==> src/rtl/mdu_pkg.sv <==
// Shared types and constants for the iterative multiply/divide unit.
// Holds the FSM state encoding, the M-extension funct3 op codes and the datapath width.
package mdu_pkg;

    localparam int XLEN = 32;

    typedef enum logic [1:0] {
        IDLE = 2'd0,
        MUL  = 2'd1,
        DIV  = 2'd2,
        DONE = 2'd3
    } mdu_state_t;

    localparam logic [2:0] F3_MUL    = 3'b000;
    localparam logic [2:0] F3_MULH   = 3'b001;
    localparam logic [2:0] F3_MULHSU = 3'b010;
    localparam logic [2:0] F3_MULHU  = 3'b011;
    localparam logic [2:0] F3_DIV    = 3'b100;
    localparam logic [2:0] F3_DIVU   = 3'b101;
    localparam logic [2:0] F3_REM    = 3'b110;
    localparam logic [2:0] F3_REMU   = 3'b111;

    // Two's-complement negate when n is set; 0x80000000 maps onto itself.
    function automatic logic [XLEN-1:0] neg_if(input logic n, input logic [XLEN-1:0] v);
        return n ? (~v + 1'b1) : v;
    endfunction

endpackage

==> src/rtl/mdu_step.sv <==
// One iteration of the MDU datapath: a shift-add multiply step or a restoring
// shift-subtract divide step over the {hi, lo} accumulator pair.
module mdu_step
    import mdu_pkg::*;
#(
    parameter int W = XLEN
) (
    input  logic         is_div,
    input  logic [W-1:0] hi,
    input  logic [W-1:0] lo,
    input  logic [W-1:0] opb,
    output logic [W-1:0] hi_n,
    output logic [W-1:0] lo_n
);

    logic [W:0] sum;
    logic [W:0] trial;
    logic [W:0] diff;

    always_comb begin
        sum   = {1'b0, hi} + {1'b0, opb};
        trial = {hi, lo[W-1]};
        diff  = trial - {1'b0, opb};
        hi_n  = hi;
        lo_n  = lo;
        if (is_div) begin
            // lo carries the dividend out and the quotient bits in; hi is the partial remainder
            if (!diff[W]) begin
                hi_n = diff[W-1:0];
                lo_n = {lo[W-2:0], 1'b1};
            end else begin
                hi_n = trial[W-1:0];
                lo_n = {lo[W-2:0], 1'b0};
            end
        end else begin
            // lo holds the unconsumed multiplier bits; the product shifts in from the top
            if (lo[0]) begin
                {hi_n, lo_n} = {sum, lo[W-1:1]};
            end else begin
                {hi_n, lo_n} = {1'b0, hi, lo[W-1:1]};
            end
        end
    end

endmodule

==> src/rtl/mdu_ctrl.sv <==
// Iterative RV32M multiply/divide controller: 32-cycle sequencing, operand sign
// handling, divide special cases, pipeline stall and the registered result.
//
// Handshake: StartE is a request sampled in IDLE; it is accepted on the rising
// edge where state=IDLE, StartE=1 and FlushE=0. StallMDU holds the pipeline from
// the accepting cycle until the op leaves MUL/DIV. DoneE is high for exactly the
// single DONE cycle, when MDUResultE is valid; there is no back-pressure on it.
module mdu_ctrl
    import mdu_pkg::*;
#(
    parameter int XLEN = 32
) (
    input  logic            clk,
    input  logic            reset,
    input  logic            StartE,
    input  logic [2:0]      funct3E,
    input  logic [XLEN-1:0] SrcAE,
    input  logic [XLEN-1:0] SrcBE,
    input  logic            FlushE,
    output logic            StallMDU,
    output logic            DoneE,
    output logic [XLEN-1:0] MDUResultE,
    output mdu_state_t      state_dbg
);

    mdu_state_t      state, state_n;
    logic [4:0]      cnt;
    logic [XLEN-1:0] hi, lo, opb;
    logic [XLEN-1:0] hi_n, lo_n;
    logic [1:0]      f3;
    logic            sa, sb;

    logic            start_ok;
    logic            a_signed, b_signed, a_neg, b_neg;
    logic [XLEN-1:0] mag_a, mag_b;
    logic            div_zero, div_ovf, special;
    logic [XLEN-1:0] special_result;
    logic [2*XLEN-1:0] prod, prod_s;
    logic [XLEN-1:0] fin_result;

    mdu_step #(.W(XLEN)) u_step (
        .is_div (state == DIV),
        .hi     (hi),
        .lo     (lo),
        .opb    (opb),
        .hi_n   (hi_n),
        .lo_n   (lo_n)
    );

    // Operand decode and divide special cases, evaluated on the E-stage inputs
    always_comb begin
        start_ok = StartE & ~FlushE;
        if (funct3E[2]) begin
            a_signed = ~funct3E[0];
            b_signed = ~funct3E[0];
        end else begin
            a_signed = (funct3E[1:0] == 2'b01) || (funct3E[1:0] == 2'b10);
            b_signed = (funct3E[1:0] == 2'b01);
        end
        a_neg    = a_signed & SrcAE[XLEN-1];
        b_neg    = b_signed & SrcBE[XLEN-1];
        mag_a    = neg_if(a_neg, SrcAE);
        mag_b    = neg_if(b_neg, SrcBE);
        div_zero = (SrcBE == '0);
        div_ovf  = ~funct3E[0] && (SrcAE == {1'b1, {(XLEN-1){1'b0}}}) && (SrcBE == '1);
        special  = funct3E[2] & (div_zero | div_ovf);
        if (div_zero) begin
            special_result = funct3E[1] ? SrcAE : '1;
        end else begin
            special_result = funct3E[1] ? '0 : {1'b1, {(XLEN-1){1'b0}}};
        end
    end

    // Sign fix-up on the accumulator as it will stand after the final step
    always_comb begin
        prod   = {hi_n, lo_n};
        prod_s = (sa ^ sb) ? (~prod + 1'b1) : prod;
        if (state == DIV) begin
            fin_result = f3[1] ? neg_if(sa, hi_n) : neg_if(sa ^ sb, lo_n);
        end else begin
            fin_result = (f3 == 2'b00) ? prod_s[XLEN-1:0] : prod_s[2*XLEN-1:XLEN];
        end
    end

    always_comb begin
        state_n = state;
        case (state)
            IDLE: begin
                if (start_ok) begin
                    if (!funct3E[2])  state_n = MUL;
                    else if (special) state_n = DONE;
                    else              state_n = DIV;
                end
            end
            MUL, DIV: begin
                if (cnt == 5'd0) state_n = DONE;
            end
            DONE:    state_n = IDLE;
            default: state_n = IDLE;
        endcase
        if (FlushE) state_n = IDLE;

        StallMDU  = ((state == IDLE) && start_ok) || (state == MUL) || (state == DIV);
        DoneE     = (state == DONE);
        state_dbg = state;
    end

    always_ff @(posedge clk or posedge reset) begin
        if (reset) begin
            state <= IDLE;
        end else begin
            state <= state_n;
        end
    end

    always_ff @(posedge clk or posedge reset) begin
        if (reset) begin
            cnt        <= 5'd0;
            hi         <= '0;
            lo         <= '0;
            opb        <= '0;
            f3         <= 2'b00;
            sa         <= 1'b0;
            sb         <= 1'b0;
            MDUResultE <= '0;
        end else begin
            if ((state == IDLE) && start_ok) begin
                cnt <= 5'd31;
                hi  <= '0;
                lo  <= funct3E[2] ? mag_a : mag_b;
                opb <= funct3E[2] ? mag_b : mag_a;
                f3  <= funct3E[1:0];
                sa  <= a_neg;
                sb  <= b_neg;
            end else if ((state == MUL) || (state == DIV)) begin
                cnt <= cnt - 5'd1;
                hi  <= hi_n;
                lo  <= lo_n;
            end
            if (state_n == DONE && state != DONE) begin
                MDUResultE <= (state == IDLE) ? special_result : fin_result;
            end
        end
    end

endmodule
==> config.mk <==
export PLATFORM = sky130hd
export DESIGN_NAME = mdu_ctrl
export DESIGN_NICKNAME = d
export VERILOG_FILES = /design/src/rtl/mdu_pkg.sv /design/src/rtl/mdu_step.sv /design/src/rtl/mdu_ctrl.sv
export SDC_FILE = /design/constraint.sdc
export NUM_CORES = 1
export LEC_CHECK = 0
export ABC_AREA = 1
export BUFFER_PORTS_ARGS = -buffer_cell sky130_fd_sc_hd__buf_2
export CORE_MARGIN = 2
export CORE_UTILIZATION = 50
export CTS_CLUSTER_SIZE = 20
export DETAILED_ROUTE_END_ITERATION = 7
export GPL_TIMING_DRIVEN = 0
export PLACE_DENSITY = 0.77
export SETUP_SLACK_MARGIN = 0.1
export SYNTH_ARGS = -nofsm -noshare
export SYNTH_HDL_FRONTEND = slang
export SYNTH_SLANG_ARGS = --single-unit
==> constraint.sdc <==
create_clock -name clk -period 4.27 [get_ports clk]
set_clock_uncertainty 0.15 [all_clocks]
set_input_delay 0.427 -clock clk [delete_from_list [all_inputs] [get_ports clk]]
set_output_delay 0.427 -clock clk [all_outputs]
set_load 0.02 [all_outputs]
== Word level (Yosys, flattened, before mapping) ==
Index checks and enable logic that the tools add are counted.
Operators by class
  add/sub/neg operators: 8
  $mul: 0
  div/mod/pow operators: 0
  magnitude comparators: 0
  equal/unequal tests: 9
  shift-type cells: 0
  muxes and demuxes: 34
  bitwise operators: 13
  reduce and logical (&&, ||, !) cells: 14
Operators by type and width (number)
  $mux W32: 22
  $add A32 B1 Y32 const B: 4
  $not A32 Y32: 4
  $add A64 B1 Y64 const B: 1
  $eq A32 B32 Y1 const B: 2
  $mux W64: 1
  $not A64 Y64: 1
  $add A32 B32 Y33: 1
  $sub A33 B32 Y33: 1
  $logic_not A32 Y1: 1
  $mux W5: 2
  $eq A2 B2 Y1 const B: 4
  $mux W2: 4
  $pmux W2 S3: 1
  $logic_not A5 Y1: 1
  $sub A5 B1 Y5 const B: 1
  $and A1 B1 Y1: 4
  $eq A2 B1 Y1 const B: 2
  $logic_and A1 B1 Y1: 4
  $logic_not A2 Y1: 2
  $logic_or A1 B1 Y1: 4
  $mux W1: 4
  $ne A2 B2 Y1 const B: 1
  $not A1 Y1: 2
  4 further kinds: 4
Word-level totals
  register bits after elaboration: 139
  bits in latches: 0
  memory bits (writable): 0
  ROM bits: 0
  output and inout port bits: 36
  word-level logic and storage cells: 87
  memories kept: 0

== Longest topological paths before layout ==
  depth after elaboration: 12
  mapped depth: 37
  depth with buffers taken out: 36

== Cells and area by module ==
From an unflattened synthesis, not the netlist that was laid out.
Unflattened totals
  cell total of the unflattened synthesis: 3522
  area, all modules: 18990.7 sq um
By module, submodules not included
  mdu_ctrl: instances 1, cells an instance 2235, area each 12958.7 sq um, seq. area each 3478.3 sq um
  mdu_step: instances 1, cells an instance 1287, area each 6032.0 sq um, seq. area each 0.0 sq um

== Worst setup path before layout ==
No wires, ideal clock.
  kind: reg2reg
  from: register lo[31]
  to: register MDUResultE[16]
  setup time: 116 ps
  arrival time: 3973 ps
  data required time: 4004 ps
  path slack: 30 ps
  cell stages (with the launch flop): 36
  buffers on the path: 1
  cell sequence: dfrtp_1 -> inv_1 -> ha_1 -> inv_1 -> fa_1 -> nand2_1 -> nand2_1 -> nand3_1 -> nand2_2 -> nand2_2 -> nand2_4 -> nand2_4 -> nand3_2 -> buf_4 -> nand3_4 -> nand2_4 -> inv_2 -> ha_1 -> nand3_1 -> nor2_1 -> nand2_1 -> nor2_2 -> nand3_1 -> or3_1 -> nor2_1 -> nand2_1 -> nor2_1 -> nand3_1 -> nand2_2 -> o211ai_1 -> nand2_1 -> nand2_1 -> nand2_1 -> nand2_1 -> nand2_1 -> nand2_1
On the way
  word-level cells in the longest chain between the ends: 9
  elaborated cells between the ends (all ways): 19
  classes of those cells: add/sub: 4; mux: 12; bitwise: 3
Ends and longest elaborated chain
  start: declaration: RTL line mdu_ctrl.sv:28  | logic [XLEN-1:0] hi, lo, opb;
  start signal: assignment: RTL line mdu_ctrl.sv:130  | lo <= funct3E[2] ? mag_a : mag_b;
  start signal: assignment: RTL line mdu_ctrl.sv:138  | lo <= lo_n;
  $sub A33 B32 Y33: RTL line mdu_step.sv:23  | diff = trial - {1'b0, opb};
  $mux W1 or $mux W32 (tied branches): RTL line mdu_step.sv:28  | if (!diff[W]) begin
  $mux W32: RTL line mdu_step.sv:26  | if (is_div) begin
  $not A64 Y64 or $not A32 Y32 (tied branches): RTL line mdu_ctrl.sv:77, mdu_pkg.sv:25
  $add A64 B1 Y64 or $add A32 B1 Y32 (tied branches): RTL line mdu_ctrl.sv:77, mdu_pkg.sv:25
  $mux W64 or $mux W32 (tied branches): RTL line mdu_ctrl.sv:77, mdu_pkg.sv:25
  $mux W32 (on tied branches): RTL line mdu_ctrl.sv:81, mdu_ctrl.sv:79
  $mux W32 *: RTL line mdu_ctrl.sv:78  | if (state == DIV) begin
  $mux W32 *: RTL line mdu_ctrl.sv:141  | MDUResultE <= (state == IDLE) ? special_result : fin_result;
  end signal: assignment: RTL line mdu_ctrl.sv:141
  end: declaration: RTL line mdu_ctrl.sv:22  | output logic [XLEN-1:0] MDUResultE,
Mark *: on every way between the ends. The rest lies on a longest branch, timed or not.
A chain may end at the register's enable or synchronous reset.

== Worst setup path in the final report ==
  from: register lo[31]
  to: register MDUResultE[26]
The elaborated chain is that of the path after synthesis.

==> results.yml <==
global_route:
  met3_usage: 0.1179
  first_global_vias: 21200
  grt_pass1_wl_um: 126200
  grt_use_total: 0.4399
  overflow: 0
  grt_max_degree: 41
  grt_use_met2: 0.6614
  grt_busiest_layer: "met2"
  antenna_found_initial: 2
  grt_use_met1: 0.5566
timing:
  timing.final.ws_setup_ps: -267.7
  post-route-min-period_ps: 4538
  report.final.hold_viol_count: 0
  tightestPinTransition_ps: 1005
  fmax_ghz: 0.2204
  slew_violations: 0
  slew_headroom: 0.3229
  fin_crit_sh: 1.063
  fin_setup_tns_ps: -2231
  setup_viol: 15
  rsz0062_at_grt: "true"
synth:
  synthesis.area_mm2: 0.01841
  ys_ff_latch: 139
  synth_area_per_cell_um2: 5.797
  synth_edf_count: 0
  ys.flop_type: "dfrtp_1"
  synth-async-reset-ratio: 1.000
  yosysWarnings: 0
  yosysSeqAreaShare: 0.1889
  syn_inst: 3176
  synth.distinct_cells: 61
  syn_nets: 3324
finish:
  nFillCells: 3671
  drive_above_1_share: 0.1761
  area_delta_synth_final_pct: 19.88
  fin_cells: 3871
  design_area_mm2: 0.02207
  final_nets: 3536
detailed_routing:
  wirelength_um: 86300
  drc: 4
  vias_per_cell: 6.013
  drtAntennaViolNets: 0
  drtIter0Drc: 3307
  num_vias: 23280
  wl_per_cell_um: 22.29
  drt-pass1-iter-count: 8
die:
  die_area_mm2: 0.03838
  die_h_um: 195.9
  initial_core_util: 0.5054
  pin_count: 107
  fp.coreArea_mm2: 0.03643
  placementRows: 70
  chipWidth_um: 195.9
worst_setup_path:
  cpPeakStageDelay_ps: 390
  critPathArrivalTime_ps: 4750
  ff2ff_path_depth: 35
  r2r-end: "MDUResultE[26]$_DFFE_PP0P_"
  r2r_slack_ps: -270
  worstSetupPathType: "flip-flop to flip-flop"
  worstPathMaxFanout: 5
  cpMaxStageDelayCell: "dfrtp_1"
  endpoint_kind: "flip-flop"
  cp-start-kind: "flip-flop"
  reg2reg_from: "lo[31]$_DFFE_PP0P_"
  required_ps: 4480
clocking:
  cts_max_level: 4
  insertion_delay_ps: 470
  cts_buffers: 17
  numClockSinks: 139
  clockBufferDepth: 2
  clockRootBuffer: "clkbuf_16"
  tritoncts: "yes"
  clkSlewWorstSetupHoldPaths_ps: 70
status:
  status: "complete, but fails checks"
  violations: "DRC, setup timing"
hold_path:
  min_from: "FlushE"
  hp-class: "input port to flip-flop"
  min_to: "state_dbg[1]$_DFF_PP0_"
  hold_depth: 4
placed_design:
  gp_congestion: 1.088
  hpwl_um: 68160
  placed_cells: 3753
  io_buffers: 106
  dpl_cell_area_mm2: 0.01960
job:
  max_cap_viol_count: 0
-- sequential cells by signal (all words and copies together), names as in the netlist --
name / cells
f3: 2
sb: 1
MDUResultE: 32
hi: 32
opb: 32
lo: 32
sa: 1
state_dbg: 2
cnt: 5
-- synthesized netlist by cell type, types with 12 or more instances --
master / number / area share
nand2_1: 946 / 0.19
inv_1: 447 / 0.091
nand3_1: 292 / 0.079
nor2_1: 274 / 0.056
o21ai_0: 199 / 0.054
a21oi_1: 158 / 0.043
dfrtp_1: 139 / 0.19
xor2_1: 90 / 0.043
ha_1: 75 / 0.051
clkbuf_1: 70 / 0.014
nand2_2: 47 / 0.016
o22ai_1: 46 / 0.016
nor3_1: 34 / 0.0092
nand4_1: 29 / 0.0099
o211ai_1: 29 / 0.012
nor2_2: 26 / 0.0088
o21bai_1: 24 / 0.0098
buf_2: 20 / 0.0054
a22oi_1: 19 / 0.0077
xnor2_1: 19 / 0.0090
buf_1: 17 / 0.0035
o21ai_1: 16 / 0.0043
nor2_4: 15 / 0.0092
nand3_2: 14 / 0.0076
or2_2: 12 / 0.0041
-- cells by family after synthesis --
family                     after synthesis  share of synthesized area
DFF                                    139                     0.1889
xor gates and xnor gates               109                    0.05185
adders and majority gates               77                    0.05314
buffers and inverters                  581                     0.1243
and+or+nand+nor                       1732                     0.4155
AOI/OAI and AO/OA                      538                     0.1664
-- layout by cell type (no fill, tap or decap), drive strengths merged, types with 3 or more instances in the layout --
cell,instances
o31ai,6
nor2,316
nand4,29
clkbuf,89
xnor2,19
o21bai,24
clkinv,9
nor4,6
o21a,6
nand2,1005
and2,4
nand3b,9
o211ai,29
or2,14
nand3,309
buf,239
o21ai,216
inv,464
dfrtp,139
a21oi,160
xor2,90
a21o,5
a22oi,19
ha,75
a31oi,11
o22ai,46
clkinvlp,3
o221ai,6
nor3,35
-- through the flow --
| stage | hold slack, ps | setup slack [ps] | utilization |
|---|---|---|---|
| floorplan | 292.6 | 113.7 | - |
| global placement | 308.6 | -1083 | 0.5364 |
| detailed placement | 309.9 | -1118 | 0.5380 |
| CTS | 128.8 | -222.6 | 0.5813 |
| global route | 147.9 | -435.1 | 0.6057 |
| finish | 127.9 | -267.7 | 0.6058 |
-- how the worst max path moves through the flow --
stage | startpoint | end | slack [ps] | depth (start not counted)
finish | lo[31]$_DFFE_PP0P_ | MDUResultE[26]$_DFFE_PP0P_ | -270 | 35
global route | hi[3]$_DFFE_PP0P_ | MDUResultE[26]$_DFFE_PP0P_ | -440 | 33
CTS | lo[31]$_DFFE_PP0P_ | MDUResultE[26]$_DFFE_PP0P_ | -220 | 35
detailed placement | lo[31]$_DFFE_PP0P_ | MDUResultE[30]$_DFFE_PP0P_ | -1120 | 36
global placement | lo[31]$_DFFE_PP0P_ | MDUResultE[30]$_DFFE_PP0P_ | -1080 | 36
floorplan | lo[31]$_DFFE_PP0P_ | MDUResultE[16]$_DFFE_PP0P_ | 110 | 35
-- timing repair --
action | in CTS | in global routing
gates cloned | 0 | 1
hold buffers | 1 | 0
setup endpoints to repair | 26 | 49
buffers inserted | 47 | 46
pin swaps | 33 | 58
hold endpoints to repair | 30 | 0
resized for setup | 124 | 157
-- final cells by class --
cell class	instances	area [µm²]	share of cell area
multi-input combinational	2456	13750	0.6228
sequential	139	3492	0.1582
inverter	463	1754	0.07947
timing repair buffer	193	1310	0.05935
tap	468	585.6	0.02653
buffer	118	571.8	0.02591
clock buffer	18	439.2	0.01990
clock inverter	14	168.9	0.007653
antenna	2	5.005	0.0002267
-- layer usage --
layer,vias up,wire length [µm],share of wire
met3,374,10990,0.13
met5,-,10,0.00012
li1,10670,-,-
met4,2,6763,0.078
met1,10590,32650,0.38
met2,1640,35890,0.42
-- worst max-delay path, delay by kind of cell (launching register included) --
family / cells / cell delay, ps
adders and majority gates: 3 / 650
buffers and inverters: 5 / 420
DFF: 1 / 390
and+or+nand+nor: 27 / 2800
Power is not shown: default switching activity piles up to over one toggle a cycle in this logic, so the estimate is an artifact.
